===== src/rtl/tlc_pkg.sv =====
// Shared FSM state codes and default timing for the N-phase traffic-light controller.
package tlc_pkg;

  localparam logic [1:0] ST_GREEN  = 2'd0;
  localparam logic [1:0] ST_YELLOW = 2'd1;
  localparam logic [1:0] ST_ALLRED = 2'd2;
  localparam logic [1:0] ST_FLASH  = 2'd3;

  localparam int TLC_NUM_PHASES = 4;
  localparam int TLC_GREEN_MIN  = 5;
  localparam int TLC_GREEN_MAX  = 20;
  localparam int TLC_YELLOW_T   = 3;
  localparam int TLC_ALLRED_T   = 1;
  localparam int TLC_TMR_W      = 5;

endpackage


===== src/rtl/tlc_rr_arbiter.sv =====
// Combinational round-robin search: first set bit of pending after phase, wrapping.
module tlc_rr_arbiter
  import tlc_pkg::*;
#(
  parameter int NUM_PHASES = TLC_NUM_PHASES
) (
  input  logic [NUM_PHASES-1:0]         pending,
  input  logic [$clog2(NUM_PHASES)-1:0] phase,
  output logic [$clog2(NUM_PHASES)-1:0] next_phase,
  output logic                          valid
);

  localparam int PW = $clog2(NUM_PHASES);

  logic [PW-1:0] idx_s;
  logic          hit_s;

  // Scan phase+1 .. phase+NUM_PHASES; the current phase is considered last.
  always_comb begin
    next_phase = {PW{1'b0}};
    valid      = 1'b0;
    idx_s      = {PW{1'b0}};
    hit_s      = 1'b0;
    for (int off = 1; off <= NUM_PHASES; off++) begin
      idx_s      = PW'((int'(phase) + off) % NUM_PHASES);
      hit_s      = ~valid & pending[idx_s];
      next_phase = hit_s ? idx_s : next_phase;
      valid      = valid | hit_s;
    end
  end

endmodule


===== src/rtl/tlc_multi_phase.sv =====
// N-phase traffic-light controller: green min/max, yellow, all-red clearance, round-robin demand.
// Optional flashing mode is compiled in with `define TLC_FLASH_EN.
module tlc_multi_phase
  import tlc_pkg::*;
#(
  parameter int NUM_PHASES = TLC_NUM_PHASES,
  parameter int GREEN_MIN  = TLC_GREEN_MIN,
  parameter int GREEN_MAX  = TLC_GREEN_MAX,
  parameter int YELLOW_T   = TLC_YELLOW_T,
  parameter int ALLRED_T   = TLC_ALLRED_T,
  parameter int TMR_W      = TLC_TMR_W
) (
  input  logic                          clk,
  input  logic                          rst_n,
  input  logic                          tick,
  input  logic [NUM_PHASES-1:0]         req,
`ifdef TLC_FLASH_EN
  input  logic                          flash,
`endif
  output logic [NUM_PHASES-1:0]         green,
  output logic [NUM_PHASES-1:0]         yellow,
  output logic [NUM_PHASES-1:0]         red,
  output logic [$clog2(NUM_PHASES)-1:0] phase,
  output logic [NUM_PHASES-1:0]         pending
);

  localparam int PW = $clog2(NUM_PHASES);
  localparam logic [NUM_PHASES-1:0] ZERO = {NUM_PHASES{1'b0}};
  localparam logic [NUM_PHASES-1:0] ONE  = {{(NUM_PHASES-1){1'b0}}, 1'b1};
  localparam logic [TMR_W:0] MIN_C = (TMR_W+1)'(GREEN_MIN);
  localparam logic [TMR_W:0] MAX_C = (TMR_W+1)'(GREEN_MAX);
  localparam logic [TMR_W:0] YEL_C = (TMR_W+1)'(YELLOW_T);
  localparam logic [TMR_W:0] AR_C  = (TMR_W+1)'(ALLRED_T);

  logic [1:0]            state_q, state_d;
  logic [PW-1:0]         phase_q, phase_d;
  logic [TMR_W-1:0]      timer_q, timer_d;
  logic [NUM_PHASES-1:0] pending_q, pending_d;
  logic [NUM_PHASES-1:0] green_q, green_d, yellow_q, yellow_d, red_q, red_d;

  logic [TMR_W:0]        timer_inc_s;
  logic [NUM_PHASES-1:0] cur_oh_s, next_oh_s, clr_s, other_s;
  logic [PW-1:0]         arb_next_s;
  logic                  arb_valid_s, go_s, flash_s, rest_s;

`ifdef TLC_FLASH_EN
  logic flash_on_q, flash_on_d, rest_q, rest_d;
  assign flash_s = flash;
  assign rest_s  = rest_q;
`else
  assign flash_s = 1'b0;
  assign rest_s  = 1'b0;
`endif

  tlc_rr_arbiter #(.NUM_PHASES(NUM_PHASES)) u_arb (
    .pending    (pending_q),
    .phase      (phase_q),
    .next_phase (arb_next_s),
    .valid      (arb_valid_s)
  );

  assign timer_inc_s = {1'b0, timer_q} + {{TMR_W{1'b0}}, 1'b1};
  assign cur_oh_s    = ONE << phase_q;
  assign next_oh_s   = ONE << phase_d;
  assign other_s     = pending_q & ~cur_oh_s;
  assign go_s        = (|other_s) && ((timer_inc_s >= MIN_C) || (timer_inc_s >= MAX_C));

  // State / phase sequencing; everything except leaving FLASH waits for a tick.
  always_comb begin
    state_d = state_q;
    phase_d = phase_q;
    case (state_q)
      ST_GREEN: begin
        if (tick && (go_s || flash_s)) state_d = ST_YELLOW;
        else                           state_d = state_q;
      end
      ST_YELLOW: begin
        if (tick && (timer_inc_s == YEL_C)) state_d = ST_ALLRED;
        else                                state_d = state_q;
      end
      ST_ALLRED: begin
        if (tick && (timer_inc_s == AR_C)) begin
          if (flash_s) begin
            state_d = ST_FLASH;
            phase_d = {PW{1'b0}};
          end else begin
            state_d = ST_GREEN;
            phase_d = (arb_valid_s && !rest_s) ? arb_next_s : {PW{1'b0}};
          end
        end else begin
          state_d = state_q;
        end
      end
`ifdef TLC_FLASH_EN
      ST_FLASH: begin
        if (!flash_s) state_d = ST_ALLRED;
        else          state_d = state_q;
      end
`endif
      default: begin
        state_d = ST_GREEN;
        phase_d = {PW{1'b0}};
      end
    endcase
  end

  // Timer restarts on every state entry and saturates instead of wrapping.
  always_comb begin
    if (state_d != state_q)                 timer_d = {TMR_W{1'b0}};
    else if (tick && (timer_q != {TMR_W{1'b1}})) timer_d = timer_inc_s[TMR_W-1:0];
    else                                    timer_d = timer_q;
  end

  // Demand latch; both the outgoing and the incoming green phase are cleared.
  always_comb begin
    clr_s = ((state_q == ST_GREEN) ? cur_oh_s : ZERO) | ((state_d == ST_GREEN) ? next_oh_s : ZERO);
    if (state_d == ST_FLASH) pending_d = ZERO;
    else                     pending_d = (pending_q | req) & ~clr_s;
  end

`ifdef TLC_FLASH_EN
  // Flash blink phase and the "return to rest phase" marker after flashing.
  always_comb begin
    if (state_q != ST_FLASH) flash_on_d = 1'b1;
    else if (tick)           flash_on_d = ~flash_on_q;
    else                     flash_on_d = flash_on_q;
    if (state_q == ST_FLASH)      rest_d = 1'b1;
    else if (state_d == ST_GREEN) rest_d = 1'b0;
    else                          rest_d = rest_q;
  end

  // Flash-mode flops.
  always_ff @(posedge clk or negedge rst_n) begin
    if (!rst_n) begin
      flash_on_q <= 1'b0;
      rest_q     <= 1'b0;
    end else begin
      flash_on_q <= flash_on_d;
      rest_q     <= rest_d;
    end
  end
`endif

  // Lamps decoded from the next state so they switch on the same edge as the state.
  always_comb begin
    green_d  = ZERO;
    yellow_d = ZERO;
    case (state_d)
      ST_GREEN:  green_d  = next_oh_s;
      ST_YELLOW: yellow_d = next_oh_s;
`ifdef TLC_FLASH_EN
      ST_FLASH:  yellow_d = flash_on_d ? ONE : ZERO;
`endif
      default:   yellow_d = ZERO;
    endcase
    red_d = ~(green_d | yellow_d);
`ifdef TLC_FLASH_EN
    red_d = ((state_d == ST_FLASH) && !flash_on_d) ? ZERO : red_d;
`endif
  end

  // Main state register.
  always_ff @(posedge clk or negedge rst_n) begin
    if (!rst_n) begin
      state_q   <= ST_GREEN;
      phase_q   <= {PW{1'b0}};
      timer_q   <= {TMR_W{1'b0}};
      pending_q <= ZERO;
      green_q   <= ONE;
      yellow_q  <= ZERO;
      red_q     <= ~ONE;
    end else begin
      state_q   <= state_d;
      phase_q   <= phase_d;
      timer_q   <= timer_d;
      pending_q <= pending_d;
      green_q   <= green_d;
      yellow_q  <= yellow_d;
      red_q     <= red_d;
    end
  end

  assign green   = green_q;
  assign yellow  = yellow_q;
  assign red     = red_q;
  assign phase   = phase_q;
  assign pending = pending_q;

endmodule


===== config.mk =====
export PLATFORM = sky130hd
export DESIGN_NAME = tlc_multi_phase
export DESIGN_NICKNAME = d
export VERILOG_FILES = /design/src/rtl/tlc_pkg.sv /design/src/rtl/tlc_rr_arbiter.sv /design/src/rtl/tlc_multi_phase.sv
export SDC_FILE = /design/constraint.sdc
export NUM_CORES = 1
export LEC_CHECK = 0
export ABC_CLOCK_PERIOD_IN_PS = 5400
export CAP_MARGIN = 20
export CORE_ASPECT_RATIO = 1.25
export CORE_UTILIZATION = 50
export CTS_BUF_LIST = sky130_fd_sc_hd__clkbuf_8
export DETAILED_ROUTE_END_ITERATION = 7
export PLACE_DENSITY = 0.79
export SLEW_MARGIN = 40
export SYNTH_ARGS = -nofsm -noshare
export SYNTH_HDL_FRONTEND = slang
export SYNTH_SLANG_ARGS = --single-unit

===== constraint.sdc =====
create_clock -name clk -period 5.4 [get_ports clk]
set_clock_uncertainty 0.2 [all_clocks]
set_input_delay 0.81 -clock clk [delete_from_list [all_inputs] [get_ports clk]]
set_output_delay 0.81 -clock clk [all_outputs]
set_load 0.005 [all_outputs]

==> out/results.tsv, run 1 <==
stage	metric	value	unit
floorplan	floorplan.initialDensity	0.541	
detailed_routing	vias	1182	
detailed_routing	remaining_drc_errors	0	
run_status	status	finished clean	
detailed_routing	finalWirelength	3040	µm
global_route	overflow	0	
logic_synthesis	synth.largest_area_cell	dfrtp_1	
timing	tns	0	ns
placement	place_congestion	0.946	
critical_path	worstPathCellList	ha_1 > and3_2 > ha_1 > nor3b_2 > mux2_4 > nand3_2 > or3_4 > a22oi_4 > nor3b_2	
timing	rsz0062_at_grt	no	
detailed_routing	first_pass_iters	4	
floorplan	ios	25	
pwr	power.internal	0.580	mW
detailed_routing	postRouteAntennaNets	0	
clock_tree	cts.htree.levels	1	
floorplan	core.rowCount	21	
timing	finalHoldViolations	0	
pwr	clkPwrFrac	0.100	
timing	tightestPinTransition	0.606	ns
logic_synthesis	ys_top_cells_by_area	dfrtp_1 35%, dfstp_2 7.0%, ha_1 6.7%	
clock_tree	ctsHoldBuffers	0	
final_layout	instances_no_fill	206	
clock_tree	clock_latency	0.26	ns
logic_synthesis	synth_cells	149	
logic_synthesis	synth_ff_type	dfrtp_1	
timing	finalCritPeriodShare	0.534	
final_layout	final_util	0.646	
clock_tree	ctsResizeCount	0	
critical_path	end_kind	register	
timing	maxSlewViolCount	0	
floorplan	core_area	2760	µm²
floorplan	die_area	3210	µm²
final_layout	antennaDiodeCount	0	
clock_tree	clockBufferDepth	2	
hold_path	min_path_type	in -> async	
final_layout	drive_gt1_frac	0.151	
global_route	antenna_found_initial	0	
critical_path	slowest_delay	0.43	ns
final_layout	areaGrowthSynthToFinish	19.3	%
pwr	switchingPower	0.431	mW
logic_synthesis	synth_edf_count	0	
logic_synthesis	synth_area	1490	µm²
clock_tree	cts_tree	yes	
run	cap_violations	0	
critical_path	crit_path_start_kind	register	
pwr	power_leakage	0.814	nW
critical_path	crit_fanout	8	
logic_synthesis	syn-num-nets	164	
floorplan	die-height	63.1	µm
floorplan	die_w	50.9	µm
critical_path	critPathRequiredTime	5.37	ns
clock_tree	post_cts_buffers	0	
pwr	ir_worst_vdd	0.360	mV
detailed_routing	wire_per_inst	14.8	µm
timing	setup_viol	0	
pwr	power_density	567	nW/µm²
logic_synthesis	syn_avg_cell_area	10.0	µm²
logic_synthesis	netlist.area_leader.share	0.352	
logic_synthesis	yosysSeqAreaShare	0.422	
clock_tree	cts_root_buf	clkbuf_8	
timing	slew_headroom	0.595	
placement	dpl.hpwl	2290	µm
detailed_routing	drt_iter0_markers	39	
pwr	swShare	0.426	
final_layout	final_nets	188	
timing	period_needed	2.88	ns
timing	max_freq	347	MHz
logic_synthesis	async_flop_share	1.00	
global_route	grt_pass1_vias	1245	
placement	dpl.cell_count	202	
clock_tree	clk_pin_slew_worst_paths	0.08	ns
logic_synthesis	synth_seq_cells	25	
logic_synthesis	yosys_warnings	0	
logic_synthesis	synth.distinct_cells	46	
critical_path	slowest_stage	dfrtp_1	
critical_path	crit_type	reg -> reg	
global_route	grt_max_degree	26	
clock_tree	cts_buffers	3	
global_route	grt_first_pass_wirelength	5390	µm
timing	fin_hold_ws	0.325	ns
critical_path	worstPathArrival	2.85	ns
placement	port_buffers	24	
clock_tree	cts.sinks	25	
pwr	p_seq_frac	0.332	
global_route	grtUsageTotal	0.216	
detailed_routing	via_per_inst	5.74	
pwr	power_frac_comb	0.568	
worst paths after layout:
kind | startpoint | to | slack (ns) | cells after the start
worst min-delay path | rst_n | yellow[3] | 0.33 | 1
min in group clk | timer_q[4] | timer_q[4] | 0.39 | 2
worst max register to register | timer_q[0] | yellow[3] | 2.52 | 9
worst max-delay path | timer_q[0] | yellow[3] | 2.52 | 9
worst min register to register | timer_q[4] | timer_q[4] | 0.39 | 2
max in group asynchronous | rst_n | green[0] | 4.31 | 1
kinds of logic (layout without fill, tap and decap cells):
logic type      count (synthesis)  in the layout  synth area share
xor+xnor                        3              3            0.0176
fa+ha+maj                       8              8            0.0670
compound gates                 36             36             0.169
flops                          25             25             0.422
buf+inv                        17             40            0.0628
mux                             3              3            0.0234
simple gates                   57             57             0.238
per-layer routing:
layer  wire length, µm  global-route usage  vias up
li1                  -                   -      569
met2              1550               0.353       34
met5                 0                   0        -
met1              1300               0.284      573
met3               135              0.0266        6
met4                57              0.0938        0
cell type report:
| type | count | area, µm² |
|---|---|---|
| Fill cell | 223 | 977 |
| Tap cell | 34 | 42.5 |
| Clock buffer | 3 | 41.3 |
| Timing Repair Buffer | 24 | 235 |
| Multi-Input combinational cell | 107 | 776 |
| Sequential cell | 25 | 631 |
| Inverter | 12 | 52.6 |
| Clock inverter | 1 | 3.75 |
synth_stat cells, types with 2 or more instances:
| cell | number |
|---|---|
| nor3_1 | 4 |
| nor3b_2 | 3 |
| mux2i_1 | 2 |
| o21a_1 | 2 |
| nor2_1 | 10 |
| dfstp_2 | 4 |
| nand2b_1 | 6 |
| buf_6 | 2 |
| nand2_1 | 14 |
| nor3b_1 | 2 |
| dfrtp_1 | 21 |
| inv_1 | 11 |
| o22ai_1 | 3 |
| a31oi_1 | 7 |
| nand3_2 | 2 |
| and3_1 | 4 |
| buf_4 | 2 |
| ha_1 | 8 |
| and3_4 | 3 |
| xor2_1 | 2 |
| o21ai_0 | 6 |
| o211ai_1 | 2 |
| a21oi_1 | 6 |
power groups by stage:
stage | Clock, mW | Sequential, mW | Combinational [mW]
floorplan | 0 | 0.313 | 0.427
global placement | 0 | 0.330 | 0.548
detailed placement | 0 | 0.336 | 0.573
CTS | 0.106 | 0.334 | 0.576
global route | 0.113 | 0.346 | 0.637
finish | 0.101 | 0.335 | 0.574
cell usage in the layout (no fill, tap or decap), types with 2 or more instances in the layout:
cell type,instances
o211ai_1,2
dfrtp_1,21
nor3b_2,3
nand2_1,14
nor3_1,4
ha_1,8
nor3b_1,2
clkbuf_8,3
and3_1,4
xor2_1,2
and3_4,3
nor2_1,10
clkdlybuf4s50_1,23
inv_1,12
a21oi_1,6
o21a_1,2
o21ai_0,6
nand2b_1,6
dfstp_2,4
mux2i_1,2
o22ai_1,3
nand3_2,2
a31oi_1,6
stage by stage:
stage	area [µm²]	power, mW	setup WS [ns]
floorplan	1490	0.740	2.78
global placement	1740	0.878	2.45
detailed placement	1740	0.909	2.54
CTS	1780	1.02	2.49
global route	1780	1.10	2.37
finish	1780	1.01	2.52
flip-flops by register name (all words and copies together), names as in the netlist:
signal / flops
yellow: 4
phase: 2
red: 4
green: 4
state_q: 2
pending: 4
timer_q: 5
worst max-delay path, delay by kind of cell, from the launching register on:
| family | cells | cell delay [ns] |
|---|---|---|
| AND/OR/NAND/NOR | 5 | 1.10 |
| adder cells (fa/ha/maj) | 2 | 0.57 |
| flip-flops | 1 | 0.43 |
| AO/OA/AOI/OAI | 1 | 0.29 |
| multiplexers | 1 | 0.21 |
(Power assumes the default switching activity.)
==> run 2: changes to the inputs <==
ABC_CLOCK_PERIOD_IN_PS = 2600   (was 5400)
CORE_UTILIZATION = 49   (was 50)
PLACE_DENSITY = 0.8   (was 0.79)
clock period = 2.6 ns   (was 5.4 ns; I/O delays follow)
==> out/results.tsv, run 2 (synthesis gave the netlist of run 1 again) <==
stage	metric	value	unit	change
run_status	status	finished clean		
floorplan	die_w	51.4	µm	+0.97%
global_route	overflow	0		unchanged
clock_tree	cts.sinks	25		unchanged
pwr	p_seq_frac	0.280		-0.052
floorplan	die-height	63.7	µm	+0.98%
clock_tree	clockBufferDepth	2		unchanged
clock_tree	cts_tree	yes		
final_layout	antennaDiodeCount	0		unchanged
global_route	antenna_found_initial	0		unchanged
global_route	grtUsageTotal	0.236		+0.0201
floorplan	die_area	3280	µm²	+2.0%
critical_path	worstPathCellList	ha_2 > and3_4 > ha_4 > nor3b_2 > mux2_4 > nand3_2 > or3_4 > a22oi_4 > and3_4		
timing	rsz0062_at_grt	yes		
floorplan	ios	25		unchanged
placement	dpl.hpwl	2500	µm	+8.9%
critical_path	critPathRequiredTime	2.62	ns	-2.75 ns
pwr	power.internal	1.35	mW	+130%
floorplan	floorplan.initialDensity	0.512		-0.0295
detailed_routing	postRouteAntennaNets	0		unchanged
critical_path	worstPathArrival	2.58	ns	-0.27 ns
clock_tree	ctsHoldBuffers	0		unchanged
run	cap_violations	0		unchanged
critical_path	slowest_stage	or3_4		
hold_path	min_path_type	in -> async		
pwr	fin_total_pwr	2.30	mW	+130%
final_layout	drive_gt1_frac	0.223		+0.0717
clock_tree	clock_latency	0.28	ns	+0.02 ns
timing	finalHoldViolations	0		unchanged
detailed_routing	first_pass_iters	4		unchanged
pwr	ir_worst_vdd	0.748	mV	+110%
timing	finalCritPeriodShare	0.986		+0.452
critical_path	slowest_delay	0.41	ns	-0.02 ns
timing	slew_headroom	0.679		+0.0839
global_route	grt_max_degree	26		unchanged
critical_path	crit_path_start_kind	register		
global_route	grt_first_pass_wirelength	5720	µm	+6.2%
timing	max_freq	390	MHz	+12%
final_layout	fill_cells	232		+4.0%
timing	fin_ws	0.0372	ns	-2.48 ns
critical_path	crit_fanout	8		unchanged
critical_path	worstSetupStartpoint	timer_q[1]		
placement	place_ws	-0.0840	ns	-2.62 ns
clock_tree	clk_pin_slew_worst_paths	0.09	ns	about the same
detailed_routing	drt_iter0_markers	61		+56%
final_layout	final_common_cell	clkdlybuf4s50_1		
pwr	switchingPower	0.954	mW	+120%
placement	port_buffers	24		unchanged
floorplan	core.rowCount	22		+4.8%
pwr	power_leakage	0.873	nW	+7.4%
timing	tns	0	ns	unchanged
detailed_routing	finalWirelength	3450	µm	+13%
clock_tree	cts.htree.levels	1		unchanged
final_layout	areaGrowthSynthToFinish	28.4	%	
pwr	power_frac_comb	0.617		+0.049
timing	tightestPinTransition	0.481	ns	-0.125 ns
pwr	power_density	1200	nW/µm²	+110%
final_layout	largest_reg_flops	5		unchanged
final_layout	final_nets	200		+6.4%
pwr	swShare	0.414		-0.0118
critical_path	end_kind	register		
timing	setup_viol	0		unchanged
timing	period_needed	2.56	ns	-0.319 ns
clock_tree	cts_root_buf	clkbuf_8		
critical_path	r2r-start	timer_q[1]		
detailed_routing	remaining_drc_errors	0		unchanged
placement	place_congestion	0.828		-12%
timing	fin_hold_ws	0.296	ns	-0.0290 ns
global_route	grt_pass1_vias	1228		-1.4%
pwr	clkPwrFrac	0.103		+0.003
final_layout	regMostFlops	timer_q		
detailed_routing	wire_per_inst	15.7	µm	+6.3%
detailed_routing	via_per_inst	5.63		-1.8%
timing	maxSlewViolCount	0		unchanged
floorplan	core_area	2920	µm²	+5.8%
detailed_routing	vias	1239		+4.8%
clock_tree	cts_buffers	3		unchanged
final_layout	final_cell_mix	24 x clkdlybuf4s50_1, 21 x dfrtp_1, 14 x nand2_1		
critical_path	crit_type	reg -> reg		
critical_path	worst_path_most_repeated_cell	and3_4		
==> run 2: cell count changes in the layout (fill, tap and decap cells not counted), sizes merged <==
cell           before  now
clkinvlp            0    1
inv                13   12
buf                 1   12
clkdlybuf4s50      23   24
==> run 2: path summary, 6_finish.rpt <==
path                               to  slack [ns]  depth (start not counted)
hold reg to reg            timer_q[3]        0.42                          2
min in group clk           timer_q[3]        0.42                          2
setup / recovery             green[3]        0.04                          9
setup reg to reg             green[3]        0.04                          9
hold / removal              yellow[3]        0.30                          2
max in group asynchronous    green[0]        1.60                          2
==> run 2: metrics by stage <==
step	util	cells	area, µm²
after floorplan	-	149	1490
after global placement	0.619	213	1810
after detailed placement	0.619	213	1810
after CTS	0.649	218	1890
after global routing	0.657	220	1920
final	0.657	220	1920
==> run 2: layer usage <==
| metal | global-route usage | vias to the layer above | share of wire |
|---|---|---|---|
| li1 | - | 591 | - |
| met1 | 0.290 | 597 | 0.43 |
| met2 | 0.411 | 44 | 0.50 |
| met3 | 0.0214 | 7 | 0.048 |
| met4 | 0.105 | 0 | 0.022 |
| met5 | 0 | - | 0 |
==> run 2: timing repair <==
action,CTS,global route
gates resized for setup,3,2
pin swaps,1,4
endpoints found under the setup margin,10,11
setup buffers,1,2
==> run 2: layout make-up <==
class / count / area [µm²] / area share
clock buffer: 3 / 41.3 / 0.0215
clock inverter: 1 / 7.51 / 0.00391
inverter: 12 / 52.6 / 0.0274
multi-input combinational: 107 / 798 / 0.416
sequential: 25 / 631 / 0.329
tap: 36 / 45.0 / 0.0235
timing repair buffer: 36 / 343 / 0.179
==> run 2: power groups by stage <==
| stage | sequential [mW] | combinational (mW) | clock (mW) |
|---|---|---|---|
| floorplan | 0.650 | 0.891 | 0 |
| finish | 0.646 | 1.42 | 0.236 |
| global placement | 0.636 | 1.29 | 0 |
| detailed placement | 0.645 | 1.33 | 0 |
| CTS | 0.642 | 1.39 | 0.244 |
| global route | 0.659 | 1.56 | 0.257 |
==> run 2: worst max-delay path, delay by kind of cell, from the launching register on <==
family | cells | cell delay [ns]
compound gates | 1 | 0.25
mux | 1 | 0.20
flops | 1 | 0.39
simple gates | 5 | 1.04
fa+ha+maj | 2 | 0.42
==> run 3: changes to the inputs <==
ABC_CLOCK_PERIOD_IN_PS = not set   (was 2600)
CORE_UTILIZATION = 50   (was 49)
PLACE_DENSITY = 0.79   (was 0.8)
clock period = 3.25 ns   (was 2.6 ns; I/O delays follow)
==> out/results.tsv, run 3 (synthesis gave the netlist of run 1 again) <==
stage	metric	value	unit	change
run_status	status	finished clean		
clock_tree	cts.htree.levels	1		unchanged
critical_path	slowest_stage	dfrtp_1		
clock_tree	cts_buffers	3		unchanged
clock_tree	clockBufferDepth	2		unchanged
critical_path	worstPathArrival	2.79	ns	+0.21 ns
floorplan	die_area	3210	µm²	-1.9%
clock_tree	cts_tree	yes		
critical_path	crit_type	reg -> reg		
timing	finalCritPeriodShare	0.865		-0.121
global_route	overflow	0		unchanged
critical_path	r2r-start	timer_q[0]		
critical_path	crit_path_start_kind	register		
clock_tree	cts.sinks	25		unchanged
critical_path	critical_path_buf_inv_count	1		+1
detailed_routing	wire_per_inst	14.8	µm	-5.4%
global_route	grt_pass1_vias	1134		-7.7%
critical_path	crit_family	simple AND/OR/NAND/NOR gates		
timing	fin_ws	0.440	ns	+0.403 ns
clock_tree	ctsResizeCount	0		-3
final_layout	antennaDiodeCount	0		unchanged
hold_path	min_path_type	in -> async		
detailed_routing	first_pass_iters	6		+2
critical_path	worst_path_most_repeated_cell	ha_1		
timing	tightestPinTransition	0.566	ns	+0.0850 ns
final_layout	final_common_cell	clkdlybuf4s50_1		
floorplan	ios	25		unchanged
detailed_routing	remaining_drc_errors	0		unchanged
clock_tree	clk_pin_slew_worst_paths	0.09	ns	about the same
critical_path	worstReg2RegEnd	yellow[0]		
clock_tree	clock_latency	0.27	ns	about the same
detailed_routing	postRouteAntennaNets	0		unchanged
final_layout	regMostFlops	timer_q		
timing	tns	0	ns	unchanged
clock_tree	cts_root_buf	clkbuf_8		
critical_path	critPathRequiredTime	3.23	ns	+0.61 ns
final_layout	final_nets	190		-5.0%
pwr	power_density	941	nW/µm²	-22%
critical_path	slowest_delay	0.43	ns	+0.02 ns
detailed_routing	drt_iter0_markers	50		-18%
detailed_routing	via_per_inst	5.73		+1.8%
timing	maxSlewViolCount	0		unchanged
final_layout	drive_gt1_frac	0.155		-0.0677
detailed_routing	finalWirelength	3090	µm	-11%
detailed_routing	vias	1192		-3.8%
global_route	grt_max_degree	16		-38%
critical_path	ff2ff_path_depth	10		+1
final_layout	areaGrowthSynthToFinish	20.4	%	
clock_tree	post_cts_buffers	0		-1
timing	finalHoldViolations	0		unchanged
global_route	antenna_found_initial	0		unchanged
critical_path	r2r_slack	0.44	ns	+0.40 ns
clock_tree	ctsHoldBuffers	0		unchanged
pwr	power_leakage	0.817	nW	-6.4%
global_route	grtUsageTotal	0.214		-0.0224
timing	period_needed	2.81	ns	+0.247 ns
timing	max_freq	356	MHz	-8.8%
timing	setup_viol	0		unchanged
critical_path	worstPathCellList	ha_1 > and3_2 > ha_1 > nor2_1 > mux2_4 > and3_4 > a21oi_1 > nor2b_4 > inv_8 > nor3_1		
timing	slew_headroom	0.621		-0.0572
global_route	grt_first_pass_wirelength	5260	µm	-8.1%
floorplan	die-height	63.1	µm	-0.97%
timing	rsz0062_at_grt	no		
critical_path	cp.depth	10		+1
final_layout	largest_reg_flops	5		unchanged
pwr	ir_worst_vdd	0.593	mV	-21%
placement	place_congestion	0.915		+10%
final_layout	final_cell_mix	24 x clkdlybuf4s50_1, 21 x dfrtp_1, 14 x nand2_1		
floorplan	floorplan.initialDensity	0.541		+0.0295
floorplan	core.rowCount	21		-4.5%
placement	place_ws	0.451	ns	+0.535 ns
floorplan	core_area	2760	µm²	-5.4%
critical_path	crit_fanout	9		+1
run	cap_violations	0		unchanged
critical_path	end_kind	register		
placement	port_buffers	24		unchanged
floorplan	die_w	50.9	µm	-0.96%
placement	dpl.hpwl	2340	µm	-6.5%
[run 3: layout make-up]
type | instances | area, µm²
Fill cell | 226 | 960
Multi-Input combinational cell | 107 | 769
Sequential cell | 25 | 631
Timing Repair Buffer | 26 | 255
Inverter | 12 | 52.6
Tap cell | 34 | 42.5
Clock buffer | 3 | 41.3
Clock inverter | 1 | 7.51
[run 3: metal layers]
metal,track usage,up-vias,part of all wire
met2,0.332,41,0.48
li1,-,572,-
met5,0,-,0
met3,0.0266,9,0.044
met1,0.296,570,0.45
met4,0.0972,0,0.024
[run 3: worst max-delay path by stage]
stage	start	endpoint	slack (ns)
4_1_cts	timer_q[0]	yellow[2]	0.43
3_5_place_dp	timer_q[0]	green[3]	0.45
6_report	timer_q[0]	yellow[0]	0.44
5_1_grt	timer_q[0]	yellow[3]	0.30
3_3_place_gp	timer_q[0]	yellow[2]	0.52
2_1_floorplan	timer_q[0]	yellow[2]	0.63
[run 3: stage by stage]
step	util	power (mW)	hold slack, ns	instances	cell area, µm²
4_1_cts	0.652	1.70	0.393	208	1800
2_1_floorplan	-	1.23	-0.00809	149	1490
3_5_place_dp	0.634	1.51	0.393	204	1750
3_3_place_gp	0.634	1.48	0.377	204	1750
6_report	0.652	1.69	0.376	208	1800
5_1_grt	0.652	1.83	0.422	208	1800
[run 3: where the power goes]
group	internal [mW]	switching [mW]
clock network	0.0867	0.0934
logic	0.462	0.495
registers	0.426	0.129
total	0.975	0.718
